$ cat src/rtl/seven_seg_pkg.sv
// seven_seg_pkg: segment patterns, scan FSM states and helpers shared by the seven-segment scanner.
package seven_seg_pkg;
  localparam logic [6:0] SEG_0    = 7'b0111111;
  localparam logic [6:0] SEG_1    = 7'b0000110;
  localparam logic [6:0] SEG_2    = 7'b1011011;
  localparam logic [6:0] SEG_3    = 7'b1001111;
  localparam logic [6:0] SEG_4    = 7'b1100110;
  localparam logic [6:0] SEG_5    = 7'b1101101;
  localparam logic [6:0] SEG_6    = 7'b1111100;
  localparam logic [6:0] SEG_7    = 7'b0000111;
  localparam logic [6:0] SEG_8    = 7'b1111111;
  localparam logic [6:0] SEG_9    = 7'b1100111;
  localparam logic [6:0] SEG_DASH = 7'b1000000;
  localparam int DEFAULT_SLOT_W  = $clog2(1000);
  localparam int DEFAULT_DIGIT_W = $clog2(4);
  typedef enum logic {BLANK, SHOW} scan_state_t;
  function automatic int width_of(input int n);
    return n > 2 ? $clog2(n) : 1;
  endfunction
  function automatic logic [6:0] seg_decode(input logic [3:0] v);
    case (v)
      4'd0:    return SEG_0;
      4'd1:    return SEG_1;
      4'd2:    return SEG_2;
      4'd3:    return SEG_3;
      4'd4:    return SEG_4;
      4'd5:    return SEG_5;
      4'd6:    return SEG_6;
      4'd7:    return SEG_7;
      4'd8:    return SEG_8;
      4'd9:    return SEG_9;
      default: return SEG_DASH;
    endcase
  endfunction
endpackage

$ cat src/rtl/seven_seg_scan_decode.sv
// seven_seg_decode: combinational BCD to seven-segment pattern (non-BCD codes show a dash).
module seven_seg_decode
  import seven_seg_pkg::*;
(
  input  logic [3:0] bcd,
  output logic [6:0] seg
);
  assign seg = seg_decode(bcd);
endmodule

$ cat src/rtl/seven_seg_scan.sv
// seven_seg_scan: tear-free time-multiplexed seven-segment driver with per-slot anti-ghost blanking.
// Optional LEADING_ZERO_BLANK_EN darkens leading zero digits (digit 0 always shown).
module seven_seg_scan
  import seven_seg_pkg::*;
#(
  parameter int DIGITS       = 4,
  parameter int SLOT_CYCLES  = 1000,
  parameter int BLANK_CYCLES = 16
) (
  input  logic                  clk,
  input  logic                  resetb,
  input  logic [4*DIGITS-1:0]   bcd_i,
  input  logic                  load_i,
  input  logic                  enable_i,
  output logic [6:0]            segments,
  output logic [DIGITS-1:0]     digit_en,
  output logic                  frame_done
);
  localparam int SW = width_of(SLOT_CYCLES);
  localparam int DW = width_of(DIGITS);
  logic [SW-1:0] slot_cnt, slot_nxt;
  logic [DW-1:0] digit, digit_nxt;
  scan_state_t state, state_nxt;
  logic [4*DIGITS-1:0] staging, shadow;
  logic pending, slot_wrap, last_digit, frame_end, blank_lz;
  logic [3:0] cur;
  logic [6:0] seg_dec;
  always_comb begin
    slot_wrap  = slot_cnt == SW'(SLOT_CYCLES - 1);
    last_digit = digit == DW'(DIGITS - 1);
    frame_end  = enable_i && slot_wrap && last_digit;
    slot_nxt   = !enable_i || slot_wrap ? '0 : slot_cnt + 1'b1;
    digit_nxt  = !enable_i || (slot_wrap && last_digit) ? '0 : slot_wrap ? digit + 1'b1 : digit;
    state_nxt  = slot_nxt >= SW'(BLANK_CYCLES) ? SHOW : BLANK;
    cur        = shadow[4*int'(digit) +: 4];
`ifdef LEADING_ZERO_BLANK_EN
    blank_lz   = digit != '0 && (shadow >> (4*int'(digit))) == '0;
`else
    blank_lz   = 1'b0;
`endif
  end
  seven_seg_decode u_decode (.bcd(cur), .seg(seg_dec));
  // shadow only changes at a frame boundary, so a displayed frame never mixes two loads
  always_ff @(posedge clk or negedge resetb) begin
    if (!resetb) begin
      slot_cnt   <= '0;
      digit      <= '0;
      state      <= BLANK;
      segments   <= '0;
      digit_en   <= '0;
      frame_done <= 1'b0;
      staging    <= '0;
      shadow     <= '0;
      pending    <= 1'b0;
    end else begin
      slot_cnt   <= slot_nxt;
      digit      <= digit_nxt;
      state      <= state_nxt;
      frame_done <= frame_end;
      segments   <= enable_i && state == SHOW && !blank_lz ? seg_dec : '0;
      digit_en   <= enable_i && state == SHOW ? DIGITS'(1) << digit : '0;
      staging    <= load_i ? bcd_i : staging;
      pending    <= frame_end ? 1'b0 : load_i | pending;
      shadow     <= frame_end && load_i ? bcd_i : frame_end && pending ? staging : shadow;
    end
  end
endmodule
$ cat config.mk
export PLATFORM = sky130hd
export DESIGN_NAME = seven_seg_scan
export DESIGN_NICKNAME = d
export VERILOG_FILES = /design/src/rtl/seven_seg_pkg.sv /design/src/rtl/seven_seg_scan_decode.sv /design/src/rtl/seven_seg_scan.sv
export SDC_FILE = /design/constraint.sdc
export NUM_CORES = 1
export LEC_CHECK = 0
export BUFFER_PORTS_ARGS = -buffer_cell sky130_fd_sc_hd__buf_4
export CAP_MARGIN = 30
export CORE_MARGIN = 3
export CORE_UTILIZATION = 40
export CTS_BUF_LIST = sky130_fd_sc_hd__clkbuf_8 sky130_fd_sc_hd__clkbuf_16
export DETAILED_ROUTE_END_ITERATION = 7
export GPL_TIMING_DRIVEN = 0
export SLEW_MARGIN = 20
export SYNTH_ARGS = -nofsm -noshare
export SYNTH_HDL_FRONTEND = slang
export SYNTH_SLANG_ARGS = --single-unit
$ cat constraint.sdc
create_clock -name clk -period 4.8 [get_ports clk]
set_input_delay 0.96 -clock clk [delete_from_list [all_inputs] [get_ports clk]]
set_output_delay 0.96 -clock clk [all_outputs]
set_load 0.01 [all_outputs]
==> impl_metrics.env, run 1 <==
export IMPL_outcome="completed"
export IMPL_worst_hold_path_type="flip-flop to flip-flop"
export IMPL_first_global_vias=1589
export IMPL_netlist_instances=197
export IMPL_seq_area_frac_synth_pct=55.4
export IMPL_clock_root_buffer="clkbuf_8"
export IMPL_worstPathRequired_ns=5.01
export IMPL_antenna_cells=0
export IMPL_worstPathMaxFanout=10
export IMPL_cts_resized=0
export IMPL_clock_skew_ns=0.00443
export IMPL_via_per_inst=4.90
export IMPL_ir_worst_vdd_mv=0.146
export IMPL_fmax_ghz=0.463
export IMPL_post_layout_nonfiller_instances=316
export IMPL_wirelength_um=4370
export IMPL_critical_path_top_delay_family="simple AND/OR/NAND/NOR gates"
export IMPL_dp_hpwl_um=2980
export IMPL_synth_area_leaders="dfrtp_1 (55%), mux2_2 (9.5%), mux2_4 (5.7%)"
export IMPL_yosys_register_bits=58
export IMPL_multi_input_area_um2=1080
export IMPL_wl_per_cell_um=13.8
export IMPL_gp_congestion=0.788
export IMPL_synthAdderAreaFrac_pct=4.78
export IMPL_maxCapViolCount=0
export IMPL_synth_top_family_by_area="multiplexers"
export IMPL_maxSlewHeadroom_pct=52.8
export IMPL_synthSimpleGateAreaFrac_pct=10.1
export IMPL_drc=0
export IMPL_clockBufferDepth=2
export IMPL_placed_cells=302
export IMPL_clk_pin_slew_ns=0.06
export IMPL_area_growth_pct=19.0
export IMPL_grt_setup_unrepaired="false"
export IMPL_setup_viol=0
export IMPL_start_util_pct=42.7
export IMPL_worstMarginPinSlew_ns=0.708
export IMPL_drive_gt1_share_pct=37.8
export IMPL_hold_ws_ns=0.496
export IMPL_crit_path_start_kind="flip-flop"
export IMPL_yosysTopAreaCell="dfrtp_1"
export IMPL_nets=268
export IMPL_postPlaceCellArea_um2=2940
export IMPL_synth_fp_nets=227
export IMPL_power_density_nw_per_um2=308
export IMPL_path_class="flip-flop to flip-flop"
export IMPL_grt_usage_pct=13.1
export IMPL_arrival_ns=2.37
export IMPL_io_pins=32
export IMPL_cts_tree="built"
export IMPL_seqPwrFrac_pct=53.1
export IMPL_layout_min_cycle_time_ns=2.16
export IMPL_ant_nets=0
export IMPL_cts_sinks=58
export IMPL_yosys_warnings=0
export IMPL_synth_top_area_share_pct=55.4
export IMPL_synthesis_area_um2=2620
export IMPL_end_kind="flip-flop"
export IMPL_grt_pass1_wl_um=7440
export IMPL_critPathSlowestCell="dfrtp_1"
export IMPL_die_height_um=86.9
export IMPL_fillers=572
export IMPL_p_sw_mw=0.208
export IMPL_core_area_um2=6130
export IMPL_synth_xor_area_share_pct=2.34
export IMPL_synth_compound_area_share_pct=5.21
export IMPL_cts_htree_levels=3
export IMPL_portBuffers=30
export IMPL_p_comb_share_pct=5.3
export IMPL_design_area_um2=3120
export IMPL_post_cts_repair_setup_buffers=0
export IMPL_rows=28
export IMPL_vias=1549
export IMPL_grt_max_degree=59
export IMPL_switching_share_pct=21.7
export IMPL_slew_violations=0
export IMPL_power_frac_clock_pct=41.6
export IMPL_fin_tns_setup_ns=0
export IMPL_finalHoldViolations=0
export IMPL_syn_area_per_cell_um2=13.3
export IMPL_numCtsBuffers=9
export IMPL_crit_chain="ha_1, nand3_2, nor4_4, and3_4, o21ai_4, buf_6, mux2_4"
export IMPL_muxShareOfSynthArea_pct=19.0
export IMPL_overflow=0
export IMPL_max_stage_delay_ns=0.42
export IMPL_regArea_um2=1450
export IMPL_worst_skew_pair_late_latency_ns=0.33
export IMPL_first_iter_violations=39
export IMPL_timing_final_crit_share_pct=45.0
export IMPL_hold_buffers=0
export IMPL_crit_buf_inv=1
export IMPL_synth_distinct_cells=42
export IMPL_drtPass1Iterations=4
export IMPL_die_area_um2=7550
export IMPL_die_w_um=86.9
export IMPL_p_int_mw=0.752
export IMPL_antenna_found_initial=0
export IMPL_p_leak_nw=1.50
-- power groups by stage --
| stage | registers, mW | clock network, mW | logic, mW |
|---|---|---|---|
| CTS | 0.510 | 0.416 | 0.0524 |
| detailed placement | 0.519 | 0 | 0.0524 |
| global route | 0.511 | 0.441 | 0.0577 |
| floorplan | 0.518 | 0 | 0.0258 |
| finish | 0.510 | 0.400 | 0.0506 |
| global placement | 0.519 | 0 | 0.0515 |
-- logic make-up (layout without fill, tap and decap cells) --
logic type,Yosys count,after routing
buffers and inverters,17,61
xor gates and xnor gates,7,7
and+or+nand+nor,48,48
AOI/OAI and AO/OA,20,20
DFF,58,58
adders and majority gates,10,10
muxes,37,37
-- cell usage after synthesis --
| library cell | instances |
|---|---|
| or2_2 | 1 |
| o41ai_1 | 1 |
| mux2_2 | 22 |
| mux2_4 | 10 |
| mux2i_1 | 1 |
| a21o_1 | 1 |
| o21a_1 | 1 |
| nand2_1 | 5 |
| buf_1 | 1 |
| nor2b_1 | 1 |
| o22a_1 | 1 |
| a21oi_1 | 8 |
| and3_1 | 5 |
| nand4_1 | 3 |
| buf_2 | 3 |
| buf_4 | 2 |
| nand3_2 | 1 |
| nand3_1 | 3 |
| a31oi_1 | 1 |
| a211oi_1 | 1 |
| nor3_1 | 2 |
| nand2b_1 | 2 |
| ha_1 | 10 |
| nand3b_1 | 1 |
| o21ai_4 | 1 |
| a41oi_1 | 1 |
| and3_4 | 1 |
| o21ai_0 | 2 |
| o211ai_1 | 1 |
| xnor2_1 | 4 |
| and4_1 | 1 |
| or2_1 | 1 |
| and2_1 | 2 |
| nor4_4 | 1 |
| nor2_1 | 18 |
| xor2_1 | 3 |
| inv_1 | 8 |
| dfrtp_1 | 58 |
| clkbuf_1 | 2 |
| buf_6 | 1 |
| o31ai_1 | 1 |
| mux4_2 | 4 |
-- registers in the layout, summed over array words and instances, names as in the netlist --
signal,flops
segments,7
digit,2
digit_en,4
frame_done,1
slot_cnt,10
staging,16
state,1
pending,1
shadow,16
-- layer usage --
metal / vias to the layer above / part of all wire, % / GRT usage (%)
met5: - / 0 / 0
met1: 741 / 50 / 17.5
met2: 33 / 43 / 19.1
met3: 7 / 4.7 / 3.78
li1: 768 / - / -
met4: 0 / 1.9 / 6.80
-- area by class of cell --
class                      count  share of cell area, %
timing repair buffer          30                   7.23
clock inverter                 2                  0.402
buffer                         9                   1.69
tap                           75                   3.01
inverter                       8                  0.964
sequential                    58                   46.6
clock buffer                  12                   5.30
multi-input combinational    122                   34.8
-- metrics by stage --
step                worst slack [ns]  util (%)  power (mW)
finish                          2.64      50.8       0.961
global route                    2.51      50.8        1.01
floorplan                       2.59         -       0.543
CTS                             2.63      50.8       0.979
detailed placement              2.31      47.9       0.572
global placement                2.36      47.9       0.570
-- path summary, 6_finish.rpt --
kind | from | to | slack [ns] | depth (start not counted)
max | slot_cnt[0] | shadow[7] | 2.64 | 7
min | staging[3] | staging[3] | 0.50 | 1
max reg2reg | slot_cnt[0] | shadow[7] | 2.64 | 7
min reg2reg | staging[3] | staging[3] | 0.50 | 1
max in group asynchronous | resetb | staging[7] | 3.65 | 1
min in group asynchronous | resetb | staging[14] | 0.69 | 1
-- cell usage in the layout (no fill, tap or decap), types with 2 or more instances in the layout --
cell type and count:
o21ai_0 2, and3_1 5, dfrtp_1 58, nor3_1 2
ha_1 10, nand4_1 3, clkbuf_1 2, inv_1 8
buf_2 3, mux2_2 22, nor2_1 18, mux2_4 10
xor2_1 3, xnor2_1 4, buf_4 32, clkbuf_8 12
nand2_1 5, and2_1 2, nand2b_1 2, mux4_2 4
nand3_1 3, a21oi_1 8
No activity file was read; power rests on OpenSTA's default activity.
==> run 2: changes to the inputs <==
--- a/config.mk
+++ b/config.mk
@@ -5,6 +5,7 @@
 export SDC_FILE = /design/constraint.sdc
 export NUM_CORES = 1
 export LEC_CHECK = 0
+export ABC_AREA = 1
 export BUFFER_PORTS_ARGS = -buffer_cell sky130_fd_sc_hd__buf_4
 export CAP_MARGIN = 30
 export CORE_MARGIN = 3
==> constraint.sdc (replaced) <==
create_clock -name clk -period 2 [get_ports clk]
set_input_delay 0.4 -clock clk [delete_from_list [all_inputs] [get_ports clk]]
set_output_delay 0.4 -clock clk [all_outputs]
set_load 0.01 [all_outputs]
==> run 2 against run 1 <==
Net effect: clock-buffer cell count stayed put; non-clock buffer count is 1 higher; first-iteration DRC count is 41% higher; flip-flop and latch count stayed put; maximum frequency is 24% higher; die area is 8.8% higher; largest power group unchanged; sequential share of layout area is 4.2 points lower; global-route usage is 1.3 points higher; synthesized area is 9.5% higher.
==> impl_metrics.env, run 2 <==
export IMPL_nets=432
export IMPL_worstPathMaxFanout=10
export IMPL_via_per_inst=4.31
export IMPL_wirelength_um=5280
export IMPL_arrival_ns=1.96
export IMPL_yosysMostFrequentCell="nand2_1"
export IMPL_hold_buffers=0
export IMPL_vias=2163
export IMPL_wl_per_cell_um=10.5
export IMPL_end_kind="flip-flop"
export IMPL_path_class="flip-flop to flip-flop"
export IMPL_drive_gt1_share_pct=15.0
export IMPL_finalHoldViolations=0
export IMPL_fmax_ghz=0.575
export IMPL_yosysTopAreaCell="dfrtp_1"
export IMPL_dp_slack_ns=0.249
export IMPL_cts_sinks=58
export IMPL_overflow=0
export IMPL_core_area_um2=6870
export IMPL_rows=30
export IMPL_crit_chain="ha_1, nand2_2, clkinv_1, nand3_2, nor2_4, nand2_4, nor2_8, buf_8, nand3_1, nand2_1, inv_1"
export IMPL_cts_tree="built"
export IMPL_antenna_found_initial=0
export IMPL_fillers=684
export IMPL_maxCapViolCount=0
export IMPL_syn_area_per_cell_um2=7.97
export IMPL_worstMarginPinSlew_ns=0.726
export IMPL_worst_hold_path_type="input pin to async pin"
export IMPL_antenna_cells=0
export IMPL_worst_skew_pair_late_latency_ns=0.33
export IMPL_ant_nets=0
export IMPL_die_area_um2=8220
export IMPL_power_density_nw_per_um2=731
export IMPL_first_global_vias=2078
export IMPL_die_w_um=90.7
export IMPL_grt_max_degree=59
export IMPL_setup_ws_ns=0.260
export IMPL_netlist_instances=360
export IMPL_fin_tns_setup_ns=0
export IMPL_crit_path_start_kind="flip-flop"
export IMPL_yosys_warnings=0
export IMPL_ir_worst_vdd_mv=0.504
export IMPL_synth_area_leaders="dfrtp_1 (51%), nand2_1 (11%), inv_1 (11%)"
export IMPL_grt_setup_unrepaired="false"
export IMPL_p_leak_nw=1.86
export IMPL_mostFrequentLayoutCell="nand2_1"
export IMPL_hold_ws_ns=0.119
export IMPL_grt_usage_pct=14.4
export IMPL_clock_root_buffer="clkbuf_8"
export IMPL_synth_ff_type="dfrtp_1"
export IMPL_area_growth_pct=19.4
export IMPL_synth_top_area_share_pct=50.6
export IMPL_synth_fp_nets=390
export IMPL_clk_pin_slew_ns=0.06
export IMPL_cts_resized=0
export IMPL_drtPass1Iterations=4
export IMPL_synth_edf_count=0
export IMPL_post_layout_nonfiller_instances=502
export IMPL_first_iter_violations=55
export IMPL_start_util_pct=41.7
export IMPL_yosys_register_bits=58
export IMPL_slew_violations=0
export IMPL_max_stage_delay_ns=0.42
export IMPL_layout_common_cells="nand2_1 (84), inv_1 (83), dfrtp_1 (58)"
export IMPL_post_cts_repair_setup_buffers=0
export IMPL_critPathSlowestCell="dfrtp_1"
export IMPL_portBuffers=31
export IMPL_numCtsBuffers=9
export IMPL_setup_viol=0
export IMPL_synthesis_area_um2=2870
export IMPL_multi_input_area_um2=1040
export IMPL_synth_distinct_cells=27
export IMPL_cts_htree_levels=3
export IMPL_dp_hpwl_um=3830
export IMPL_clockBufferDepth=2
export IMPL_synthTopCellsByCount="nand2_1 (84), inv_1 (82), dfrtp_1 (58)"
export IMPL_worstPathRequired_ns=2.23
export IMPL_placed_cells=487
export IMPL_seq_area_frac_synth_pct=50.6
export IMPL_gp_congestion=0.849
export IMPL_timing_final_crit_share_pct=87.0
export IMPL_layout_min_cycle_time_ns=1.74
export IMPL_maxSlewHeadroom_pct=51.6
export IMPL_drc=0
export IMPL_outcome="completed"
export IMPL_die_height_um=90.7
export IMPL_top_regs="shadow: 16 flops, staging: 16 flops, slot_cnt: 10 flops"
export IMPL_async_reset_ff_share_pct=100
export IMPL_grt_pass1_wl_um=9380
export IMPL_regArea_um2=1450
export IMPL_clock_skew_ns=0.00845
export IMPL_io_pins=32
[run 2: changes by cell type in the layout (fill, tap and decap cells not counted), sizes merged, moves of 2 or more]
cell and delta:
nand2b -2, xor2 -2, mux4 -4, a21oi +5, nor2 +20, xnor2 -4
clkinv +2, o21ai +23, and2 -2, nand3 +21, nand2 +82, mux2 -31
inv +75, and3 -6
[run 2: cells by family after synthesis]
kind of cell | share of synthesized area, %
xor+xnor | 0.305
simple gates | 24.3
compound gates | 7.07
buf+inv | 13.0
flops | 50.6
fa+ha+maj | 4.36
mux | 0.393
[run 2: worst max-delay path: cells and delay by family, from the launching register on]
family	cells	cell delay, ns
adders and majority gates	1	0.23
and+or+nand+nor	7	0.75
DFF	1	0.42
buffers and inverters	3	0.24
[run 2: layer usage]
metal	GRT usage (%)	part of all wire (%)	vias up
li1	-	-	1168
met1	18.8	49	952
met2	21.8	44	33
met3	4.42	4.4	10
met4	6.38	2.0	0
met5	0	0	-
[run 2: layout make-up]
cell class | count | share of cell area [%]
Inverter | 84 | 9.21
Clock inverter | 3 | 1.13
Tap cell | 96 | 3.51
Buffer | 9 | 1.64
Sequential cell | 58 | 42.4
Multi-Input combinational cell | 209 | 30.5
Clock buffer | 12 | 4.82
Timing Repair Buffer | 31 | 6.80
[run 2: final timing paths]
check / cells after the start / to / from / slack (ns)
setup / recovery: 11 / shadow[6] / slot_cnt[0] / 0.26
hold / removal: 1 / slot_cnt[3] / resetb / 0.12
setup reg to reg: 11 / shadow[6] / slot_cnt[0] / 0.26
hold reg to reg: 2 / staging[3] / staging[3] / 0.49
max in group asynchronous: 1 / digit[0] / resetb / 1.38
min in group clk: 3 / staging[7] / bcd_i[7] / 0.32
[run 2: power by group]
group | internal (mW) | switching (mW)
Combinational | 0.0642 | 0.110
Clock | 0.663 | 0.427
Sequential | 1.22 | 0.0173
[run 2: through the flow]
stage	area, um^2	utilization, %	power [mW]
floorplan	2870	-	1.35
global placement	3220	46.9	1.43
detailed placement	3220	46.9	1.44
CTS	3420	49.9	2.54
global route	3420	49.9	2.63
finish	3420	49.9	2.50
==> run 3: changes to the inputs <==
--- a/config.mk
+++ b/config.mk
@@ -7,12 +7,13 @@
 export LEC_CHECK = 0
 export ABC_AREA = 1
 export BUFFER_PORTS_ARGS = -buffer_cell sky130_fd_sc_hd__buf_4
-export CAP_MARGIN = 30
+export CAP_MARGIN = 15
 export CORE_MARGIN = 3
 export CORE_UTILIZATION = 40
 export CTS_BUF_LIST = sky130_fd_sc_hd__clkbuf_8 sky130_fd_sc_hd__clkbuf_16
 export DETAILED_ROUTE_END_ITERATION = 7
 export GPL_TIMING_DRIVEN = 0
+export PLACE_DENSITY = 0.57
 export SLEW_MARGIN = 20
 export SYNTH_ARGS = -nofsm -noshare
 export SYNTH_HDL_FRONTEND = slang
==> run 3 against run 2 <==
Net effect: critical path type unchanged; design area unchanged; power grew 0.53%; first-iteration DRC count up 51%; global-route usage up 0.21 points; core utilization unchanged; clock skew down 0.00051 ns; critical path depth is 3 lower; combinational power barely moved; maximum frequency fell by 1.6%; clock-buffer cell count unchanged; clock power hardly changed.
==> impl_metrics.env, run 3 (same netlist as run 2, synthesis figures left out) <==
export IMPL_outcome="completed"
export IMPL_wirelength_um=5360
export IMPL_cp_common_cell="nor2_1"
export IMPL_hold_buffers=0
export IMPL_cts_tree="built"
export IMPL_regToRegStartpoint="digit[0]"
export IMPL_clockBufferDepth=2
export IMPL_top_regs="shadow: 16 flops, staging: 16 flops, slot_cnt: 10 flops"
export IMPL_post_cts_repair_setup_buffers=0
export IMPL_rows=30
export IMPL_gp_congestion=0.857
export IMPL_arrival_ns=2.03
export IMPL_clock_skew_ns=0.00793
export IMPL_setup_viol=0
export IMPL_ir_worst_vdd_mv=0.304
export IMPL_area_growth_pct=19.4
export IMPL_power_total_mw=2.52
export IMPL_worstMarginPinSlew_ns=0.735
export IMPL_grt_usage_pct=14.6
export IMPL_max_stage_delay_ns=0.44
export IMPL_placed_cells=487
export IMPL_critPathSlowestCell="dfrtp_1"
export IMPL_critical_path_top_delay_family="simple AND/OR/NAND/NOR gates"
export IMPL_io_pins=32
export IMPL_portBuffers=31
export IMPL_die_area_um2=8220
export IMPL_cts_sinks=58
export IMPL_worstPathRequired_ns=2.26
export IMPL_dp_hpwl_um=3860
export IMPL_ant_nets=0
export IMPL_overflow=0
export IMPL_r2r_slack_ns=0.23
export IMPL_start_util_pct=41.7
export IMPL_antenna_found_initial=0
export IMPL_clock_root_buffer="clkbuf_8"
export IMPL_core_area_um2=6870
export IMPL_grt_setup_unrepaired="false"
export IMPL_maxSlewHeadroom_pct=51.0
export IMPL_vias=2176
export IMPL_p_leak_nw=1.86
export IMPL_crit_buf_inv=2
export IMPL_mostFrequentLayoutCell="nand2_1"
export IMPL_drc=0
export IMPL_drive_gt1_share_pct=15.0
export IMPL_power_density_nw_per_um2=735
export IMPL_nets=432
export IMPL_crit_path_start_kind="flip-flop"
export IMPL_worst_hold_path_type="input pin to async pin"
export IMPL_reg2regPathDepth=8
export IMPL_first_iter_violations=83
export IMPL_numCtsBuffers=9
export IMPL_finalHoldViolations=0
export IMPL_layout_common_cells="nand2_1 (84), inv_1 (83), dfrtp_1 (58)"
export IMPL_path_class="flip-flop to flip-flop"
export IMPL_grt_pass1_wl_um=9570
export IMPL_crit_chain="buf_2, o21ai_0, nand2_1, ha_1, inv_1, nor2_1, nor2_1, nor2_1"
export IMPL_clk_pin_slew_ns=0.06
export IMPL_layout_min_cycle_time_ns=1.77
export IMPL_grt_max_degree=59
export IMPL_fmax_ghz=0.565
export IMPL_fin_tns_setup_ns=0
export IMPL_via_per_inst=4.33
export IMPL_drtPass1Iterations=4
export IMPL_wl_per_cell_um=10.7
export IMPL_slew_violations=0
export IMPL_reg2reg_to="segments[3]"
export IMPL_post_layout_nonfiller_instances=502
export IMPL_worst_skew_pair_late_latency_ns=0.33
export IMPL_first_global_vias=2080
export IMPL_die_height_um=90.7
export IMPL_cts_htree_levels=3
export IMPL_end_kind="flip-flop"
export IMPL_timing_final_crit_share_pct=88.4
export IMPL_maxCapViolCount=0
export IMPL_cts_resized=0
export IMPL_worstPathMaxFanout=10
export IMPL_die_w_um=90.7
export IMPL_antenna_cells=0
[run 3: worst max-delay path by stage]
stage	slack, ns	startpoint	end	depth (start not counted)
3_3_place_gp	0.24	digit[0]	segments[3]	8
2_1_floorplan	0.45	slot_cnt[0]	shadow[10]	11
6_report	0.23	digit[0]	segments[3]	8
5_1_grt	0.03	digit[0]	segments[3]	11
4_1_cts	0.22	digit[0]	segments[3]	8
3_5_place_dp	0.25	digit[0]	segments[3]	8
[run 3: cell type report]
cell class | instances | area, um^2
Buffer | 9 | 56.3
Clock buffer | 12 | 165
Clock inverter | 3 | 38.8
Fill cell | 716 | 3440
Inverter | 84 | 315
Multi-Input combinational cell | 209 | 1040
Sequential cell | 58 | 1450
Tap cell | 96 | 120
Timing Repair Buffer | 31 | 233
[run 3: per-stage QoR]
| step | area, um^2 | setup slack, ns | hold slack [ns] | util, % |
|---|---|---|---|---|
| finish | 3420 | 0.232 | 0.118 | 49.9 |
| global route | 3420 | 0.0283 | 0.188 | 49.9 |
| CTS | 3420 | 0.222 | 0.156 | 49.9 |
| detailed placement | 3220 | 0.245 | 0.482 | 46.9 |
| global placement | 3220 | 0.237 | 0.482 | 46.9 |
| floorplan | 2870 | 0.454 | 0.104 | - |
[run 3: layer usage]
metal / share of wire, % / track usage [%] / up-vias / wire [um]
met4: 1.1 / 7.65 / 0 / 58
li1: - / - / 1160 / -
met3: 4.4 / 3.25 / 9 / 234
met2: 44 / 21.4 / 39 / 2340
met1: 51 / 20.0 / 968 / 2720
met5: 0 / 0 / - / 0
[run 3: power by group]
part | total [mW] | internal (mW) | switching, mW
registers | 1.24 | 1.22 | 0.0178
logic | 0.174 | 0.0641 | 0.110
clock network | 1.10 | 0.664 | 0.440
total | 2.52 | 1.95 | 0.567
